[config.mk]
export PLATFORM = sky130hd
export DESIGN_NAME = fir_pkt_arbiter
export DESIGN_NICKNAME = d
export VERILOG_FILES = /design/src/rtl/fir_pkt_arbiter.sv
export SDC_FILE = /design/constraint.sdc
export NUM_CORES = 1
export LEC_CHECK = 0
export CORE_ASPECT_RATIO = 1.4
export CORE_MARGIN = 2
export CORE_UTILIZATION = 34
export CTS_CLUSTER_DIAMETER = 60
export CTS_CLUSTER_SIZE = 10
export DETAILED_ROUTE_END_ITERATION = 8
export PLACE_DENSITY_LB_ADDON = 0.05
export SYNTH_ARGS = -nofsm -noshare
export SYNTH_HDL_FRONTEND = slang
export SYNTH_SLANG_ARGS = --single-unit
[constraint.sdc]
create_clock -name aclk -period 1.8 [get_ports aclk]
set_clock_uncertainty 0.1 [all_clocks]
set_input_delay 0.36 -clock aclk [delete_from_list [all_inputs] [get_ports aclk]]
set_output_delay 0.36 -clock aclk [all_outputs]
set_load 0.1 [all_outputs]
[src/rtl/fir_pkt_arbiter.sv]
// Packet-level round-robin arbiter that shares one FIR stream between two AXI-Stream requesters.
// A grant is held for a whole packet; packets longer than MAX_BEATS are cut with a forced tlast.
module fir_pkt_arbiter #(
  parameter int DATA_WIDTH = 16,
  parameter int MAX_BEATS  = 256
) (
  input  logic                  aclk,
  input  logic                  areset,
  input  logic [DATA_WIDTH-1:0] s00_axis_tdata,
  input  logic                  s00_axis_tvalid,
  input  logic                  s00_axis_tlast,
  output logic                  s00_axis_tready,
  input  logic [DATA_WIDTH-1:0] s01_axis_tdata,
  input  logic                  s01_axis_tvalid,
  input  logic                  s01_axis_tlast,
  output logic                  s01_axis_tready,
  output logic [DATA_WIDTH-1:0] m00_axis_tdata,
  output logic                  m00_axis_tvalid,
  output logic                  m00_axis_tlast,
  output logic                  m00_axis_tuser,
  input  logic                  m00_axis_tready,
  output logic                  ovf_err
);

  localparam int CNT_W = (MAX_BEATS > 2) ? $clog2(MAX_BEATS) : 1;

  typedef enum logic [1:0] {IDLE, GRANT0, GRANT1} state_e;

  state_e           state_q, state_d;
  logic             prio_q, prio_d;
  logic [CNT_W-1:0] cnt_q, cnt_d;
  logic             tuser_q, tuser_d;
  logic             ovf_q, ovf_d;

  logic                  gidx;
  logic [DATA_WIDTH-1:0] selData;
  logic                  selValid, selLast, atMax, nxtGrant;

  assign gidx     = (state_q == GRANT1);
  assign selData  = gidx ? s01_axis_tdata  : s00_axis_tdata;
  assign selValid = gidx ? s01_axis_tvalid : s00_axis_tvalid;
  assign selLast  = gidx ? s01_axis_tlast  : s00_axis_tlast;
  assign atMax    = (cnt_q == CNT_W'(MAX_BEATS - 1));
  // A lone requester wins outright; on contention the priority pointer decides.
  assign nxtGrant = (s00_axis_tvalid & s01_axis_tvalid) ? prio_q : s01_axis_tvalid;

  assign m00_axis_tuser = tuser_q;
  assign ovf_err        = ovf_q;

  always_comb begin
    state_d         = state_q;
    prio_d          = prio_q;
    cnt_d           = cnt_q;
    tuser_d         = tuser_q;
    ovf_d           = ovf_q;
    s00_axis_tready = 1'b0;
    s01_axis_tready = 1'b0;
    m00_axis_tdata  = '0;
    m00_axis_tvalid = 1'b0;
    m00_axis_tlast  = 1'b0;
    case (state_q)
      IDLE: begin
        if (s00_axis_tvalid | s01_axis_tvalid) begin
          state_d = nxtGrant ? GRANT1 : GRANT0;
          tuser_d = nxtGrant;
          cnt_d   = '0;
        end
      end
      GRANT0, GRANT1: begin
        m00_axis_tdata  = selData;
        m00_axis_tvalid = selValid;
        m00_axis_tlast  = selLast | atMax;
        s00_axis_tready = ~gidx & m00_axis_tready;
        s01_axis_tready =  gidx & m00_axis_tready;
        if (selValid & m00_axis_tready) begin
          // The beat at the length limit closes the packet even without input tlast.
          if (selLast | atMax) begin
            state_d = IDLE;
            prio_d  = ~gidx;
            if (!selLast) ovf_d = 1'b1;
          end else begin
            cnt_d = cnt_q + 1'b1;
          end
        end
      end
      default: state_d = IDLE;
    endcase
  end

  always_ff @(posedge aclk) begin
    if (areset) begin
      state_q <= IDLE;
      prio_q  <= 1'b0;
      cnt_q   <= '0;
      tuser_q <= 1'b0;
      ovf_q   <= 1'b0;
    end else begin
      state_q <= state_d;
      prio_q  <= prio_d;
      cnt_q   <= cnt_d;
      tuser_q <= tuser_d;
      ovf_q   <= ovf_d;
    end
  end

endmodule

==> results of run 1 <==
==> cell families after synthesis <==
kind of cell | after synthesis | share of synthesized area (%)
and+or+nand+nor | 57 | 26.3
AOI/OAI and AO/OA | 29 | 19.9
muxes | 19 | 19.5
buffers and inverters | 14 | 5.76
DFF | 13 | 24.9
adders and majority gates | 3 | 3.60
==> what timing repair did <==
item	in CTS	in global routing
gates resized for setup	58	31
setup buffers	3	10
gates cloned	1	0
pin swaps	22	13
endpoints found under the setup margin	29	33
hold buffers	0	0
==> where the power goes <==
| part | switching (uW) | total [uW] | internal [uW] |
|---|---|---|---|
| clock network | 107 | 263 | 156 |
| logic | 2300 | 3790 | 1490 |
| registers | 30.9 | 349 | 318 |
| total | 2440 | 4410 | 1970 |
==> layout by cell type (no fill, tap or decap), types with 4 or more instances in the layout <==
| cell | instances |
|---|---|
| clkdlybuf4s50_1 | 36 |
| buf_12 | 25 |
| buf_4 | 22 |
| nor2_4 | 19 |
| mux2i_4 | 18 |
| dfxtp_1 | 11 |
| nor2_1 | 7 |
| nand2_1 | 6 |
| buf_6 | 6 |
| nand3_1 | 4 |
| inv_1 | 4 |
| a21oi_1 | 4 |
| a21o_1 | 4 |
==> registers in the layout (all words and copies together), names as in the netlist <==
signal          flops
prio_q              1
ovf_err             1
m00_axis_tuser      1
cnt_q               8
state_q             2
==> metrics by stage <==
step                      setup TNS, ns  total power (uW)  utilization [%]  hold slack [ns]
after floorplan                   -3.46              2400                -            0.350
after global placement            -2.53              3300             76.5            0.381
after detailed placement          -3.59              3350             76.5            0.386
after CTS                         -5.10              3980             89.4            0.398
after global routing              -7.32              4470             94.1            0.437
final                             -6.60              4410             94.1            0.433
==> worst max path at each step <==
stage | start | endpoint | slack (ns) | cells past startpoint
4_1_cts | state_q[0] | m00_axis_tlast | -0.22 | 6
6_report | state_q[0] | cnt_q[2] | -0.34 | 8
2_1_floorplan | state_q[0] | m00_axis_tdata[10] | -0.25 | 7
5_1_grt | state_q[0] | cnt_q[2] | -0.35 | 8
3_3_place_gp | s01_axis_tvalid | cnt_q[0] | -0.19 | 6
3_5_place_dp | s01_axis_tvalid | cnt_q[6] | -0.28 | 6
==> area by class of cell <==
| class | instances | area (um2) | share of cell area [%] |
|---|---|---|---|
| tap | 37 | 46.3 | 1.69 |
| sequential | 13 | 265 | 9.69 |
| multi-input combinational | 108 | 1200 | 43.9 |
| clock buffer | 4 | 45.0 | 1.65 |
| inverter | 7 | 31.3 | 1.14 |
| timing repair buffer | 93 | 1150 | 42.0 |
==> critical path, stage by stage, from the launching register on <==
cell and delay [ns]:
dfxtp_2 0.36, inv_4 0.06, ha_4 0.20, buf_6 0.15, nand2b_1 0.12, a21oi_2 0.11, or2_4 0.33, nor3_4 0.36
a32o_1 0.27
==> layer usage <==
metal  vias up  share of wire, %  routed length [um]
met5         -                 0                   0
met1       789                36                2580
met2       144                50                3600
li1        660                 -                   -
met3        49               7.2                 522
met4         0               7.7                 557
==> results.yml, run 1 <==
run_status:
  outcome: "complete, but fails checks"
  failed_checks: "setup timing"
worst_setup_path:
  worstSetupEndpointType: "flop"
  reg2reg_slack_ns: -0.34
  crit_fanout: 7
  crit_arrival_ns: 2.21
  crit_path_start_kind: "flop"
  reg2reg_to: "cnt_q[2]"
  reg2reg_depth: 8
  r2r_start: "state_q[0]"
  crit_type: "reg2reg"
  required_ns: 1.88
cells_and_area:
  final.fill_count: 77
  drive_gt1_share_pct: 54.2
  n_antenna_cell: 0
  nets: 268
  final_cells: 262
  final_area_um2: 2740
  syn_to_final_growth_pct: 162
synth:
  synth_seq_cells: 13
  synth_top_area_cell: "dfxtp_1"
  syn_inst: 135
  yosysUniqueCellTypes: 38
  synth_warnings: 0
  avgSynthCellArea_um2: 7.73
  yosys-top-cells-count: "28 x nor2_1, 17 x mux2i_1, 13 x dfxtp_1"
  synth_nets: 177
  synth_top_area_share_pct: 24.9
  async_flop_share_pct: 0
  yosys-top-cells-area: "dfxtp_1 25%, mux2i_1 16%, nor2_1 10%"
  synth_most_common_cell: "nor2_1"
  synth_edf_count: 0
  synth.cell_area_um2: 1040
  synth_seq_area_share_pct: 24.9
  synth_ff_type: "dfxtp_1"
global_route:
  grt_busiest_layer: "met2"
  grtUsageMet1_pct: 36.9
  overflow: 0
  grt_usage_pct: 32.6
  grt_pass1_vias: 1611
  grt_pass1_wl_mm: 8.61
  antenna_found_initial: 0
  grt_max_degree: 11
  use_met2_pct: 58.6
  use_met3_pct: 5.39
floorplanning:
  die_area_um2: 3530
  ios: 61
  die_h_um: 69.6
  rows: 23
  die_w_um: 50.8
  start_util_pct: 35.9
  core_region_area_um2: 2910
clock_tree:
  clkSinkCount: 13
  clkTransAtPathRegs_ns: 0.06
  clock-root-buffer: "clkbuf_8"
  insertion_delay_ns: 0.25
  clock_path_buffers: 2
  cts_max_level: 1
  cts_buffers: 3
  cts_tree: "built"
route:
  drt_iter0_markers: 117
  totalWireLength_mm: 7.26
  vias_per_cell: 6.27
  drc: 0
  drt_pass1_iterations: 4
  wire_per_inst_um: 27.7
  num_vias: 1642
  drtAntennaViolNets: 0
place:
  pre_cts_slack_ns: -0.279
  place_congestion: 0.907
  dpl.hpwl_mm: 3.28
  io_buffers: 60
  postPlaceCellArea_um2: 2220
  dp.cells: 249
timing:
  slew_violations: 0
  tightest_slew_ns: 0.479
  clock.fmax_mhz: 468
  post-route-period-util_pct: 119
  min_period_ns: 2.14
  maxSlewHeadroom_pct: 67.7
  setup_violations: 31
  hold_viol_final: 0
  rsz0062_at_grt: "yes"
  worst_slack_ns: -0.335
power:
  power_density_nw_per_um2: 1610
  ir_worst_vdd_mv: 1.45
  power_leakage_uw: 0.00103
min_path:
  worstHoldPathCells: 1
  hp-class: "reg2reg"
  holdPathEnd: "cnt_q[7]"
  min_from: "cnt_q[7]"
job:
  cap_viol_max_count: 0
(Power assumes the default switching activity.)
==> run 2: changes to the inputs <==
--- a/config.mk
+++ b/config.mk
@@ -5,9 +5,11 @@
 export SDC_FILE = /design/constraint.sdc
 export NUM_CORES = 1
 export LEC_CHECK = 0
+export CELL_PAD_IN_SITES_DETAIL_PLACEMENT = 0
+export CELL_PAD_IN_SITES_GLOBAL_PLACEMENT = 1
 export CORE_ASPECT_RATIO = 1.4
-export CORE_MARGIN = 2
-export CORE_UTILIZATION = 34
+export CORE_MARGIN = 3
+export CORE_UTILIZATION = 23
 export CTS_CLUSTER_DIAMETER = 60
 export CTS_CLUSTER_SIZE = 10
 export DETAILED_ROUTE_END_ITERATION = 8
==> constraint.sdc (replaced) <==
create_clock -name aclk -period 1.8 [get_ports aclk]
set_clock_uncertainty 0.1 [all_clocks]
set_input_delay 0.36 -clock aclk [delete_from_list [all_inputs] [get_ports aclk]]
set_output_delay 0.36 -clock aclk [all_outputs]
set_load 0.05 [all_outputs]
==> results.yml, run 2 (same netlist as run 1, synthesis figures left out) <==
worst_setup_path:
  crit_type: "reg2out"
  crit_arrival_ns: 1.57
  crit_fanout: 6
  worstSetupEndpointType: "primary output"
  crit_path_start_kind: "flop"
  cp_slowest_stage_delay_ns: 0.33
  r2r_start: "state_q[0]"
  reg2reg_to: "cnt_q[5]"
  cpMaxStageDelayCell: "dfxtp_2"
  reg2reg_depth: 9
  required_ns: 1.34
  reg2reg_slack_ns: -0.18
  cp_cell_sequence: "inv_4 > ha_4 > buf_4 > mux2i_4 > nor2_4 > buf_12"
floorplanning:
  start_util_pct: 24.2
  die_h_um: 85.7
  rows: 28
  die_w_um: 62.9
  core_region_area_um2: 4310
  ios: 61
  die_area_um2: 5390
min_path:
  min_from: "ovf_err"
  holdPathEnd: "ovf_err"
  hp-class: "reg2reg"
  worstHoldPathCells: 2
clock_tree:
  clkTransAtPathRegs_ns: 0.06
  clkSinkCount: 13
  cts_buffers: 3
  cts_max_level: 1
  clock-root-buffer: "clkbuf_8"
  cts_tree: "built"
  clock_path_buffers: 2
  insertion_delay_ns: 0.24
route:
  drtAntennaViolNets: 0
  wire_per_inst_um: 15.9
  totalWireLength_mm: 4.61
  drt_pass1_iterations: 4
  drt_iter0_markers: 42
  vias_per_cell: 4.72
  num_vias: 1364
  drc: 0
cells_and_area:
  top_regs: "cnt_q (8), state_q (2)"
  nets: 272
  largest_reg_flops: 8
  final_area_um2: 2750
  layout_common_cells: "38 x clkdlybuf4s50_1, 29 x buf_4, 21 x buf_12"
  largest_register: "cnt_q"
  final_common_cell: "clkdlybuf4s50_1"
  n_antenna_cell: 0
  drive_gt1_share_pct: 54.6
  syn_to_final_growth_pct: 164
  final_cells: 289
timing:
  maxSlewHeadroom_pct: 83.4
  worst_slack_ns: -0.229
  min_period_ns: 2.03
  tightest_slew_ns: 0.244
  setup_violations: 30
  slew_violations: 0
  post-route-period-util_pct: 113
  hold_viol_final: 0
  clock.fmax_mhz: 493
  rsz0062_at_grt: "yes"
  whs_ns: 0.384
global_route:
  antenna_found_initial: 0
  grt_max_degree: 10
  grt_pass1_wl_mm: 7.70
  grt_pass1_vias: 1458
  grt_usage_pct: 18.3
  overflow: 0
place:
  place_congestion: 0.793
  dpl.hpwl_mm: 3.40
  postPlaceCellArea_um2: 2220
  dp.cells: 272
  io_buffers: 60
  pre_cts_slack_ns: -0.303
power:
  ir_worst_vdd_mv: 0.653
  power_leakage_uw: 0.00102
  power_density_nw_per_um2: 1350
run_status:
  outcome: "complete, but fails checks"
  failed_checks: "setup timing"
job:
  cap_viol_max_count: 0
[run 2: changes by cell type in the layout (fill, tap and decap cells not counted), sizes merged]
| cell | change |
|---|---|
| buf | +4 |
| clkdlybuf4s50 | +2 |
| dlymetal6s2s | -2 |
[run 2: what timing repair did]
| action | in CTS | in global routing |
|---|---|---|
| setup endpoints to repair | 29 | 31 |
| pin swaps | 21 | 4 |
| hold buffers | 0 | 0 |
| buffers inserted | 10 | 1 |
| gates resized for setup | 60 | 10 |
| cloned | 2 | 0 |
[run 2: power by group]
group          internal [uW]  switching (uW)
combinational           1530            1560
sequential               318            24.7
clock                    156             107
total                   2010            1700
[run 2: layer usage]
metal	part of all wire (%)	routed length [um]	up-vias	GRT usage [%]
met5	0	0	-	0
met4	0.59	27	0	4.62
met3	3.4	158	2	2.36
met2	57	2620	43	35.8
met1	39	1800	652	20.3
li1	-	-	667	-
[run 2: worst max-delay path: cells and delay by family (launching register included)]
kind,cells,cell delay (ns)
adder cells (fa/ha/maj),1,0.20
AND/OR/NAND/NOR,1,0.06
multiplexers,1,0.32
flip-flops,1,0.33
buffers and inverters,3,0.42
[run 2: stage by stage]
step	utilization [%]	TNS (ns)	total power, uW
2_1_floorplan	-	-0.475	1850
3_3_place_gp	51.5	-4.18	2750
3_5_place_dp	51.5	-4.81	2770
4_1_cts	62.7	-4.90	3620
5_1_grt	63.9	-6.63	3860
6_report	63.9	-4.46	3700
[run 2: layout make-up]
| cell class | instances | area, um2 |
|---|---|---|
| Sequential cell | 13 | 265 |
| Fill cell | 362 | 1560 |
| Inverter | 7 | 33.8 |
| Tap cell | 60 | 75.1 |
| Clock buffer | 4 | 45.0 |
| Timing Repair Buffer | 97 | 1160 |
| Multi-Input combinational cell | 108 | 1180 |
[run 2: worst max-delay path by stage]
stage | slack, ns | depth (start not counted) | to | startpoint
2_1_floorplan | -0.04 | 7 | m00_axis_tdata[10] | state_q[0]
3_3_place_gp | -0.27 | 6 | cnt_q[0] | s01_axis_tvalid
3_5_place_dp | -0.30 | 6 | cnt_q[2] | s01_axis_tvalid
4_1_cts | -0.23 | 6 | m00_axis_tlast | state_q[0]
5_1_grt | -0.30 | 6 | m00_axis_tvalid | state_q[0]
6_report | -0.23 | 6 | m00_axis_tvalid | state_q[0]
==> run 3: changes to the inputs <==
--- a/config.mk
+++ b/config.mk
@@ -8,7 +8,6 @@
 export CELL_PAD_IN_SITES_DETAIL_PLACEMENT = 0
 export CELL_PAD_IN_SITES_GLOBAL_PLACEMENT = 1
 export CORE_ASPECT_RATIO = 1.4
-export CORE_MARGIN = 3
 export CORE_UTILIZATION = 23
 export CTS_CLUSTER_DIAMETER = 60
 export CTS_CLUSTER_SIZE = 10
==> results.yml, run 3 (same netlist as run 1, synthesis figures left out) <==
floorplanning:
  start_util_pct: 24.4
  rows: 28
  ios: 61
  die_area_um2: 4810
  core_region_area_um2: 4270
  die_w_um: 58.9
  die_h_um: 81.7
cells_and_area:
  final_area_um2: 2660
  top_regs: "cnt_q (8), state_q (2)"
  layout_common_cells: "38 x clkdlybuf4s50_1, 29 x buf_4, 21 x buf_12"
  drive_gt1_share_pct: 51.8
  syn_to_final_growth_pct: 155
  largest_register: "cnt_q"
  largest_reg_flops: 8
  final_common_cell: "clkdlybuf4s50_1"
  n_antenna_cell: 0
  nets: 269
route:
  num_vias: 1332
  drt_pass1_iterations: 4
  totalWireLength_mm: 4.23
  wire_per_inst_um: 14.8
  drc: 0
  drtAntennaViolNets: 0
  vias_per_cell: 4.66
  drt_iter0_markers: 51
min_path:
  hp-class: "reg2reg"
  worstHoldPathCells: 2
global_route:
  grt_pass1_vias: 1341
  grt_pass1_wl_mm: 6.25
  grt_usage_pct: 17.1
  overflow: 0
  antenna_found_initial: 0
  grt_max_degree: 17
run_status:
  outcome: "complete, but fails checks"
  failed_checks: "setup timing"
clock_tree:
  insertion_delay_ns: 0.24
  clkSinkCount: 13
  postCtsHoldBufs: 0
  cts_tree: "built"
  cts_buffers: 3
  clock_path_buffers: 2
  clkTransAtPathRegs_ns: 0.06
  cts_max_level: 1
  clock-root-buffer: "clkbuf_8"
timing:
  maxSlewHeadroom_pct: 75.1
  tightest_slew_ns: 0.370
  clock.fmax_mhz: 494
  setup_violations: 31
  slew_violations: 0
  post-route-period-util_pct: 112
  min_period_ns: 2.02
  worst_slack_ns: -0.222
  rsz0062_at_grt: "yes"
  hold_viol_final: 0
worst_setup_path:
  crit_arrival_ns: 1.56
  crit_type: "reg2out"
  cp_slowest_stage_delay_ns: 0.33
  path_buf_inv: 2
  reg2reg_depth: 8
  worstSetupPathDepth: 6
  required_ns: 1.34
  crit_family: "flip-flops"
  cp_cell_sequence: "inv_4 > ha_4 > mux2i_4 > o21ai_4 > and2_4 > buf_8"
  worstSetupEndpointType: "primary output"
  cpMaxStageDelayCell: "dfxtp_2"
  crit_fanout: 5
  crit_path_start_kind: "flop"
job:
  cap_viol_max_count: 0
place:
  dpl.hpwl_mm: 3.06
  io_buffers: 60
  pre_cts_slack_ns: -0.300
  place_congestion: 0.824
  postPlaceCellArea_um2: 2240
power:
  power_density_nw_per_um2: 1290
  power_leakage_uw: 0.000980
  ir_worst_vdd_mv: 0.693
[run 3: worst paths after layout]
kind | from | end | slack (ns)
worst min register to register | ovf_err | ovf_err | 0.39
worst max-delay path | state_q[0] | m00_axis_tlast | -0.22
worst min-delay path | ovf_err | ovf_err | 0.39
worst max register to register | state_q[0] | cnt_q[2] | -0.20
[run 3: layer usage]
| metal | vias up | global-route usage (%) | share of wire [%] |
|---|---|---|---|
| met5 | - | 0 | 0 |
| met4 | 0 | 8.10 | 1.5 |
| met3 | 4 | 2.52 | 5.3 |
| met2 | 52 | 30.8 | 53 |
| met1 | 616 | 19.4 | 41 |
| li1 | 660 | - | - |
[run 3: timing repair]
action / 4_1_cts / 5_1_grt
resized for setup: 20 / 38
cloned: 0 / 1
endpoints found under the setup margin: 32 / 32
buffers inserted: 3 / 3
pin swaps: 9 / 11
[run 3: through the flow]
stage                     util, %  total power [uW]  hold slack (ns)  instances  TNS [ns]
after global placement       52.5              2770            0.363        275     -3.63
after CTS                    56.2              3210            0.393        282     -5.08
after detailed placement     52.5              2780            0.381        275     -4.52
final                        62.3              3440            0.390        286     -4.54
after floorplan                 -              1850            0.350        135    -0.475
after global routing         62.3              3610            0.430        286     -7.02
[run 3: layout make-up]
cell class	count	area, um2
fillers	359	1610
multi-input cells	108	1140
repair buffers	94	1100
flip-flops and latches	13	265
well taps	60	75.1
clock buffers	4	45.0
inverters	7	31.3
[run 3: worst min-delay path: stages (launching register included)]
cell and delay, ns:
dfxtp_1 0.34, a31oi_1 0.05, nor2_1 0.07
[run 3: where the power goes]
part	switching (uW)	total (uW)	internal [uW]	leakage, uW
Clock	105	261	156	0.0000228
Sequential	22.0	340	318	0.000106
Combinational	1470	2840	1370	0.000851
